===== src/rtl/seq_div_pkg.sv =====
// Shared types and constants for the sequential restoring divider.
// Latency: n/a (package only).
// Backpressure: n/a (package only).
// Contents: controller state encoding, default width, iteration count and
// the quotient returned on a divide-by-zero.
package seq_div_pkg;

    localparam int DIV_WIDTH = 16;
    localparam int DIV_ITER  = DIV_WIDTH;

    localparam logic [DIV_WIDTH-1:0] DBZ_QUOTIENT = '1;

    typedef enum logic [1:0] {
        IDLE = 2'b00,
        RUN  = 2'b01,
        FIN  = 2'b10
    } state_t;

endpackage


===== src/rtl/seq_div_ctrl_if.sv =====
// Start/busy/done handshake and operand/result bundle for seq_div_ctrl.
// Latency: n/a (wiring only).
// Backpressure: none; start is only honoured while the divider is idle.
// Modports: master (opcode decoder side) drives start/operands; slave (divider)
// drives busy/done/results. signed_op exists only with SEQ_DIV_SIGNED_EN.
interface seq_div_ctrl_if
    import seq_div_pkg::*;
#(
    parameter int WIDTH = DIV_WIDTH
);
    logic             start;
    logic [WIDTH-1:0] dividend;
    logic [WIDTH-1:0] divisor;
`ifdef SEQ_DIV_SIGNED_EN
    logic             signed_op;
`endif
    logic             busy;
    logic             done;
    logic [WIDTH-1:0] quotient;
    logic [WIDTH-1:0] remainder;
    logic             div_by_zero;

    modport master (
        output start, dividend, divisor,
`ifdef SEQ_DIV_SIGNED_EN
        output signed_op,
`endif
        input  busy, done, quotient, remainder, div_by_zero
    );

    modport slave (
        input  start, dividend, divisor,
`ifdef SEQ_DIV_SIGNED_EN
        input  signed_op,
`endif
        output busy, done, quotient, remainder, div_by_zero
    );

endinterface


===== src/rtl/seq_div_ctrl_div_step.sv =====
// One restoring-division iteration: shift {R,Q} left, trial-subtract D.
// Latency: combinational.
// Backpressure: none.
// Ports: r/q/d current remainder, quotient shift register, divisor;
// r_nxt/q_nxt next values; qbit the quotient bit produced by this step.
module div_step
    import seq_div_pkg::*;
#(
    parameter int WIDTH = DIV_WIDTH
) (
    input  logic [WIDTH-1:0] r,
    input  logic [WIDTH-1:0] q,
    input  logic [WIDTH-1:0] d,
    output logic [WIDTH-1:0] r_nxt,
    output logic [WIDTH-1:0] q_nxt,
    output logic             qbit
);
    // The shifted partial remainder needs one extra bit: when D exceeds half
    // the range, R can have its MSB set and the shift would otherwise lose it.
    logic [WIDTH:0] t;
    logic [WIDTH:0] diff;

    assign t    = {r, q[WIDTH-1]};
    assign diff = t - {1'b0, d};
    // No borrow out of the subtraction means T >= D.
    assign qbit  = ~diff[WIDTH];
    assign r_nxt = qbit ? diff[WIDTH-1:0] : t[WIDTH-1:0];
    assign q_nxt = {q[WIDTH-2:0], qbit};

endmodule


===== src/rtl/seq_div_ctrl.sv =====
// Sequencing controller for a restoring divider, one quotient bit per clock.
// Latency: done pulses WIDTH+1 edges after the accepting edge (1 for div-by-zero).
// Backpressure: start is ignored unless idle with no done pulse showing; not queued.
// Ports: clk, rst_n (async active-low), div (seq_div_ctrl_if.slave).
// Optional: SEQ_DIV_SIGNED_EN adds signed_op for truncating signed division.
module seq_div_ctrl
    import seq_div_pkg::*;
#(
    parameter int WIDTH = DIV_WIDTH,
    parameter int CNT_W = 5
) (
    input  logic          clk,
    input  logic          rst_n,
    seq_div_ctrl_if.slave div
);
    localparam logic [CNT_W-1:0] LAST_CNT = CNT_W'(WIDTH - 1);
    localparam logic [WIDTH-1:0] DBZ_Q    = WIDTH'(DBZ_QUOTIENT);

    state_t           state_q, state_nxt;
    logic [CNT_W-1:0] cnt_q;
    logic [WIDTH-1:0] r_q, q_q, d_q;
    logic [WIDTH-1:0] quotient_q, remainder_q;
    logic             dbz_q, done_q;
    logic             accept, last_iter, divisor_zero;
    logic [WIDTH-1:0] r_nxt, q_nxt;
    logic             qbit;
    logic [WIDTH-1:0] mag_dividend, mag_divisor, quo_fix, rem_fix;

    assign divisor_zero = (div.divisor == '0);

    always_ff @(posedge clk or negedge rst_n) begin
        if (!rst_n) state_q <= IDLE;
        else        state_q <= state_nxt;
    end

    // done is registered one cycle behind FIN, so a start presented while
    // done is visible is refused explicitly here.
    always_comb begin
        state_nxt = state_q;
        accept    = 1'b0;
        last_iter = 1'b0;
        case (state_q)
            IDLE: begin
                if (div.start && !done_q) begin
                    accept    = 1'b1;
                    state_nxt = divisor_zero ? FIN : RUN;
                end
            end
            RUN: begin
                if (cnt_q == LAST_CNT) begin
                    last_iter = 1'b1;
                    state_nxt = FIN;
                end
            end
            FIN:     state_nxt = IDLE;
            default: state_nxt = IDLE;
        endcase
    end

    div_step #(.WIDTH(WIDTH)) u_step (
        .r     (r_q),
        .q     (q_q),
        .d     (d_q),
        .r_nxt (r_nxt),
        .q_nxt (q_nxt),
        .qbit  (qbit)
    );

`ifdef SEQ_DIV_SIGNED_EN
    logic dvd_neg, dvs_neg, quo_neg_q, rem_neg_q;

    assign dvd_neg      = div.signed_op & div.dividend[WIDTH-1];
    assign dvs_neg      = div.signed_op & div.divisor[WIDTH-1];
    // The most negative value maps onto itself, which is its correct
    // unsigned magnitude.
    assign mag_dividend = dvd_neg ? -div.dividend : div.dividend;
    assign mag_divisor  = dvs_neg ? -div.divisor  : div.divisor;
    assign quo_fix      = quo_neg_q ? -q_nxt : q_nxt;
    assign rem_fix      = rem_neg_q ? -r_nxt : r_nxt;

    always_ff @(posedge clk or negedge rst_n) begin
        if (!rst_n) begin
            quo_neg_q <= 1'b0;
            rem_neg_q <= 1'b0;
        end else if (accept && !divisor_zero) begin
            quo_neg_q <= dvd_neg ^ dvs_neg;
            rem_neg_q <= dvd_neg;
        end
    end
`else
    assign mag_dividend = div.dividend;
    assign mag_divisor  = div.divisor;
    assign quo_fix      = q_nxt;
    assign rem_fix      = r_nxt;
`endif

    always_ff @(posedge clk or negedge rst_n) begin
        if (!rst_n) begin
            cnt_q       <= '0;
            r_q         <= '0;
            q_q         <= '0;
            d_q         <= '0;
            quotient_q  <= '0;
            remainder_q <= '0;
            dbz_q       <= 1'b0;
            done_q      <= 1'b0;
        end else begin
            done_q <= (state_q == FIN);
            if (accept) begin
                if (divisor_zero) begin
                    quotient_q  <= DBZ_Q;
                    remainder_q <= div.dividend;
                    dbz_q       <= 1'b1;
                end else begin
                    r_q   <= '0;
                    q_q   <= mag_dividend;
                    d_q   <= mag_divisor;
                    cnt_q <= '0;
                    dbz_q <= 1'b0;
                end
            end else if (state_q == RUN) begin
                r_q   <= r_nxt;
                q_q   <= {q_q[WIDTH-2:0], qbit};
                cnt_q <= cnt_q + 1'b1;
                // Results (with any sign fix) land on the FIN-entry edge.
                if (last_iter) begin
                    quotient_q  <= quo_fix;
                    remainder_q <= rem_fix;
                end
            end
        end
    end

    assign div.busy        = (state_q == RUN);
    assign div.done        = done_q;
    assign div.quotient    = quotient_q;
    assign div.remainder   = remainder_q;
    assign div.div_by_zero = dbz_q;

endmodule


===== src/flat_wrapper.sv =====
// flat-port wrapper written by rule: the top's interface ports become plain ports
module seq_div_ctrl_flat import seq_div_pkg::*;
#(
    parameter int WIDTH = DIV_WIDTH,
    parameter int CNT_W = 5
)
  (clk, rst_n, div_start, div_dividend, div_divisor, div_busy, div_done, div_quotient, div_remainder, div_div_by_zero);
  seq_div_ctrl_if #(.WIDTH(WIDTH)) div_i ();
  input  logic clk;
  input  logic rst_n;
  input wire logic [$bits(div_i.start)-1:0] div_start;
  input wire logic [$bits(div_i.dividend)-1:0] div_dividend;
  input wire logic [$bits(div_i.divisor)-1:0] div_divisor;
  output wire logic [$bits(div_i.busy)-1:0] div_busy;
  output wire logic [$bits(div_i.done)-1:0] div_done;
  output wire logic [$bits(div_i.quotient)-1:0] div_quotient;
  output wire logic [$bits(div_i.remainder)-1:0] div_remainder;
  output wire logic [$bits(div_i.div_by_zero)-1:0] div_div_by_zero;
  assign div_i.start = div_start;
  assign div_i.dividend = div_dividend;
  assign div_i.divisor = div_divisor;
  assign div_busy = div_i.busy;
  assign div_done = div_i.done;
  assign div_quotient = div_i.quotient;
  assign div_remainder = div_i.remainder;
  assign div_div_by_zero = div_i.div_by_zero;
  seq_div_ctrl #(.WIDTH(WIDTH), .CNT_W(CNT_W)) u_core (.clk(clk), .rst_n(rst_n), .div(div_i));
endmodule

===== config.mk =====
export PLATFORM = sky130hd
export DESIGN_NAME = seq_div_ctrl_flat
export DESIGN_NICKNAME = d
export VERILOG_FILES = /design/src/rtl/seq_div_pkg.sv /design/src/rtl/seq_div_ctrl_if.sv /design/src/rtl/seq_div_ctrl_div_step.sv /design/src/rtl/seq_div_ctrl.sv /design/src/flat_wrapper.sv
export SDC_FILE = /design/constraint.sdc
export NUM_CORES = 1
export LEC_CHECK = 0
export CORE_MARGIN = 10
export CORE_UTILIZATION = 50
export DETAILED_ROUTE_END_ITERATION = 8
export PLACE_DENSITY = 0.76
export SYNTH_ARGS = -nofsm -noshare
export SYNTH_HDL_FRONTEND = slang
export SYNTH_HIERARCHICAL = 1
export SYNTH_SLANG_ARGS = --single-unit

===== constraint.sdc =====
create_clock -name clk -period 10.9 [get_ports clk]
set_clock_uncertainty 0.2 [all_clocks]
set_input_delay 2.18 -clock clk [delete_from_list [all_inputs] [get_ports clk]]
set_output_delay 2.18 -clock clk [all_outputs]
set_load 0.01 [all_outputs]

# Yosys cells after proc, flatten, opt, wreduce, memory -nomap -nowiden
# Index checks and enable logic that the tools add are counted.
# word_totals
in_bits	35
output_inout_bits	35
ramBits	0
register_bits	89
mem_bits_ro	0
word_cells	57
mem_count	0
latchBits	0
# classes
magnitude_cmp	0
n_reduce_logical	10
n_bitwise	2
add_sub_neg	2
shift	0
n_mul	0
div_mod_pow	0
n_mux	27
eq_ne	7
# ops
op	count
16-bit 2-to-1 mux	15
17-bit by 16-bit subtractor with 17-bit output	1
16-bit logical NOT	1
5-bit 2-to-1 mux	3
2-bit 2-to-1 mux	3
2-bit AND reduction	3
5-bit by 1-bit adder with 5-bit output (second input constant)	1
5-bit by 4-bit == test with 1-bit output (second input constant)	1
1-bit 2-to-1 mux	5
2-bit by 1-bit != test with 1-bit output (second input constant)	2
2-bit != test (second input constant)	2
2-bit case mux with 2 select lines	1
2-bit nonzero test	2
3-bit AND reduction	1
2-bit by 1-bit == test with 1-bit output (second input constant)	1
2-bit == test (second input constant)	1
2-bit logical NOT	1
1-bit inverter	2
1-bit logical AND	1
1-bit logical NOT	1

# Longest topological paths before layout
# logic_depth
depth_word	6
ltp_mapped	13
ltp_nobuf	12

# Cells and area by module
# The synthesis kept the hierarchy.
# modules_own_cells
mod	cells_each	area_per_inst_um2	instances
seq_div_ctrl	346	3676.0	1
div_step	144	1129.8	1

# Worst setup path before layout
# No wires, ideal clock.
# synth_timing
path_type	flip-flop to output port
startpoint	register u_core.state_q[1]
endpoint	output port div_busy
path_slack_ps	7159
n_path_buf	3
required_ps	8520
path_stages_with_launch	6
t_arrival_ps	1361
cell_sequence	dfrtp_1 nand2b_1 buf_2 inv_1 clkbuf_1 clkbuf_1
# synth_via
elab_chain_cells	1
# synth_lines
element	line	rtl
start, declared	seq_div_ctrl.sv:19	state_t state_q, state_nxt;
start signal, assigned	seq_div_ctrl.sv:33	else state_q <= state_nxt;
2-bit by 1-bit == test with 1-bit output	seq_div_ctrl.sv:134	assign div.busy = (state_q == RUN);
end, declared	flat_wrapper.sv:14	output wire logic [$bits(div_i.busy)-1:0] div_busy;
# No other way between the ends.

# Worst setup path in the final report
# Same ends and word-level chain as after synthesis.

==> metrics <==
status finished clean; num rows 35; Cell Chain, Critical Path nand2b_1 > buf_4 > inv_1 > buf_4 > clkdlybuf4s50_1; CP dominant cell by count buf_4; final setup vio count 0; Rel. slew slack 18.0%; Post-DRT Antenna Nets 0; Synth area leader dfrtp_1; clock tree buffer depth 2; Post-DP HPWL 8.43 mm; # port buffers 69; die height 118 µm; synthesized net count 544; antenna cells 0; first-pass GRT wire length 19.4 mm; dpl cells 649; pwr dens 379 nW/µm²; fin util 60.9%; Layout Nets 585; Syn Area/Cell 9.81 µm²; CP top delay family buffers and inverters; critical path's largest stage delay 0.65 ns; top cells by count, synth 89 x dfrtp_1, 56 x nor2_1, 44 x nand2_1; initial antenna violation count 0; GRT Total Usage 16.6%; root buffer cell clkbuf_8; CTS sink cnt 89; H-tree depth 3; fin cells 665; Post-CTS Setup Inserts 0; synth warn 6; Final Hold Viols 0; hold crit path type reg -> reg; routed len/inst 17.5 µm; Worst-path clk slew 0.10 ns; Die Wd 118 µm; gr ovfl total 0; Synth async-reset ratio 100%; crit path launch type flop; FMAX 0.210 GHz; number of CTS-inserted buffers 9; clk_lat worst skew 0.36 ns; routed vias/inst 5.60; Post-synth EDFFs 0; flops & latches, synth 89; share of cells above drive strength 1 10.6%; Max Cap Violations 0; DRC Markers 0; data required time of the critical path 8.52 ns; count leader, synth dfrtp_1; Pleak 2.61 nW; CTS-repair resized insts 0; DIE AREA 13900 µm²; mapped cell area 4810 µm²; ys flop type dfrtp_1; worst slew pin tran 1.22 ns; drt total wl 11.6 mm; kind of critical path reg -> out; Critical Path Sink Type primary output; Worst Path Max Fanout 53; Crit-path slowest cell clkdlybuf4s50_1; final slew viol count 0; core footprint 9280 µm²; vias in the first global route 3775; Final period util 43.7%; post-synthesis sequential area ratio 46.3%; area delta synth->final 17.6%; Initial Utilization 51.8%; synth unique cells 46; setup_tns 0 ns; leading post-synthesis cells by cell area dfrtp_1 46%, mux2_2 5.2%, ha_1 4.7%, a21oi_1 4.4%, nor2_1 4.4%; RSZ-0062 raised after global routing no; synthesized netlist cell count 490; Ports 70; largest net degree at the start of global routing 89; Arrival @ worst endpoint 2.39 ns; CTS tree built; Initial DRC Count 269; vias 3721; Pre-Repair DR Iteration Count 4; Final min period 4.77 ns; cts hold-fix bufs 0; Buf/Inv on CP 4; GP Congestion 0.891; share of Yosys cell area claimed by the top area cell type 46.3%; Peak VDD IR 0.000224 V
[cells by family after synthesis]
kind of cell             synth area share, %
AND/OR/NAND/NOR                         15.5
AO/OA/AOI/OAI                           15.0
flip-flops                              46.3
buffers and inverters                   7.08
multiplexers                            8.28
adder cells (fa/ha/maj)                 5.10
XOR/XNOR                                2.71
[metrics by stage]
step / worst slack (ns) / area (µm²) / total power [W] / hold WS, ns
global placement: 5.85 / 5430 / 0.00184 / 0.267
finish: 6.13 / 5650 / 0.00214 / 0.290
CTS: 6.14 / 5650 / 0.00214 / 0.289
detailed placement: 5.81 / 5430 / 0.00189 / 0.287
global route: 6.02 / 5650 / 0.00231 / 0.314
floorplan: 7.16 / 4810 / 0.00157 / 0.243
[power breakdown]
group          internal [W]  leakage [nW]  total [W]  switching (W)
clock              0.000114         0.112   0.000251       0.000137
combinational      0.000632          1.45    0.00128       0.000643
sequential         0.000500          1.05   0.000615       0.000116
[registers in the layout (all words and copies together) (netlist names)]
register,cells
u_core/cnt_q,5
u_core/d_q,16
u_core/div.div_by_zero,1
u_core/div.done,1
u_core/div.quotient,16
u_core/div.remainder,16
u_core/q_q,16
u_core/r_q,16
u_core/state_q,2
[metal layers]
metal / GRT usage (%) / wire, µm / up-vias
met4: 4.87 / 160 / 0
li1: - / - / 1792
met5: 0 / 0 / -
met3: 2.93 / 518 / 12
met2: 25.7 / 5380 / 107
met1: 23.2 / 5580 / 1810
[cell type report]
class / count / area (µm²)
multi-input cells: 336 / 2240
fillers: 812 / 3630
inverters: 22 / 82.6
clock inverters: 7 / 97.6
clock buffers: 9 / 124
flip-flops and latches: 89 / 2230
well taps: 129 / 161
repair buffers: 73 / 718
[cell usage in the layout (no fill, tap or decap), types with 2 or more instances in the layout]
cell / instances
clkbuf_8: 9
nor2b_1: 3
clkinv_4: 2
a211oi_1: 3
and2_1: 3
xor2_1: 6
nand2b_1: 4
a21o_1: 3
a221o_1: 16
and3_1: 18
nor2_1: 56
mux2i_1: 3
nand2_1: 44
a21oi_1: 42
o22ai_1: 16
inv_1: 22
o21a_1: 2
nor4_1: 4
ha_1: 18
o21bai_1: 2
clkdlybuf4s50_1: 68
buf_4: 5
mux2_4: 8
xnor2_1: 7
nand3_1: 26
o211a_1: 2
dfrtp_1: 89
o21ai_0: 12
inv_8: 3
mux2_2: 22
[final timing paths]
check	from	to	slack [ns]	cells after the start
hold / removal	u_core/state_q[0]	u_core/div.done	0.29	1
min in group asynchronous	rst_n	u_core/div.quotient[10]	1.37	1
hold reg to reg	u_core/state_q[0]	u_core/div.done	0.29	1
setup / recovery	u_core/state_q[1]	div_busy	6.13	5
setup reg to reg	u_core/q_q[15]	u_core/div.remainder[0]	6.68	12
max in group asynchronous	rst_n	u_core/r_q[12]	7.89	2
Power figures use the tool's default switching activity.
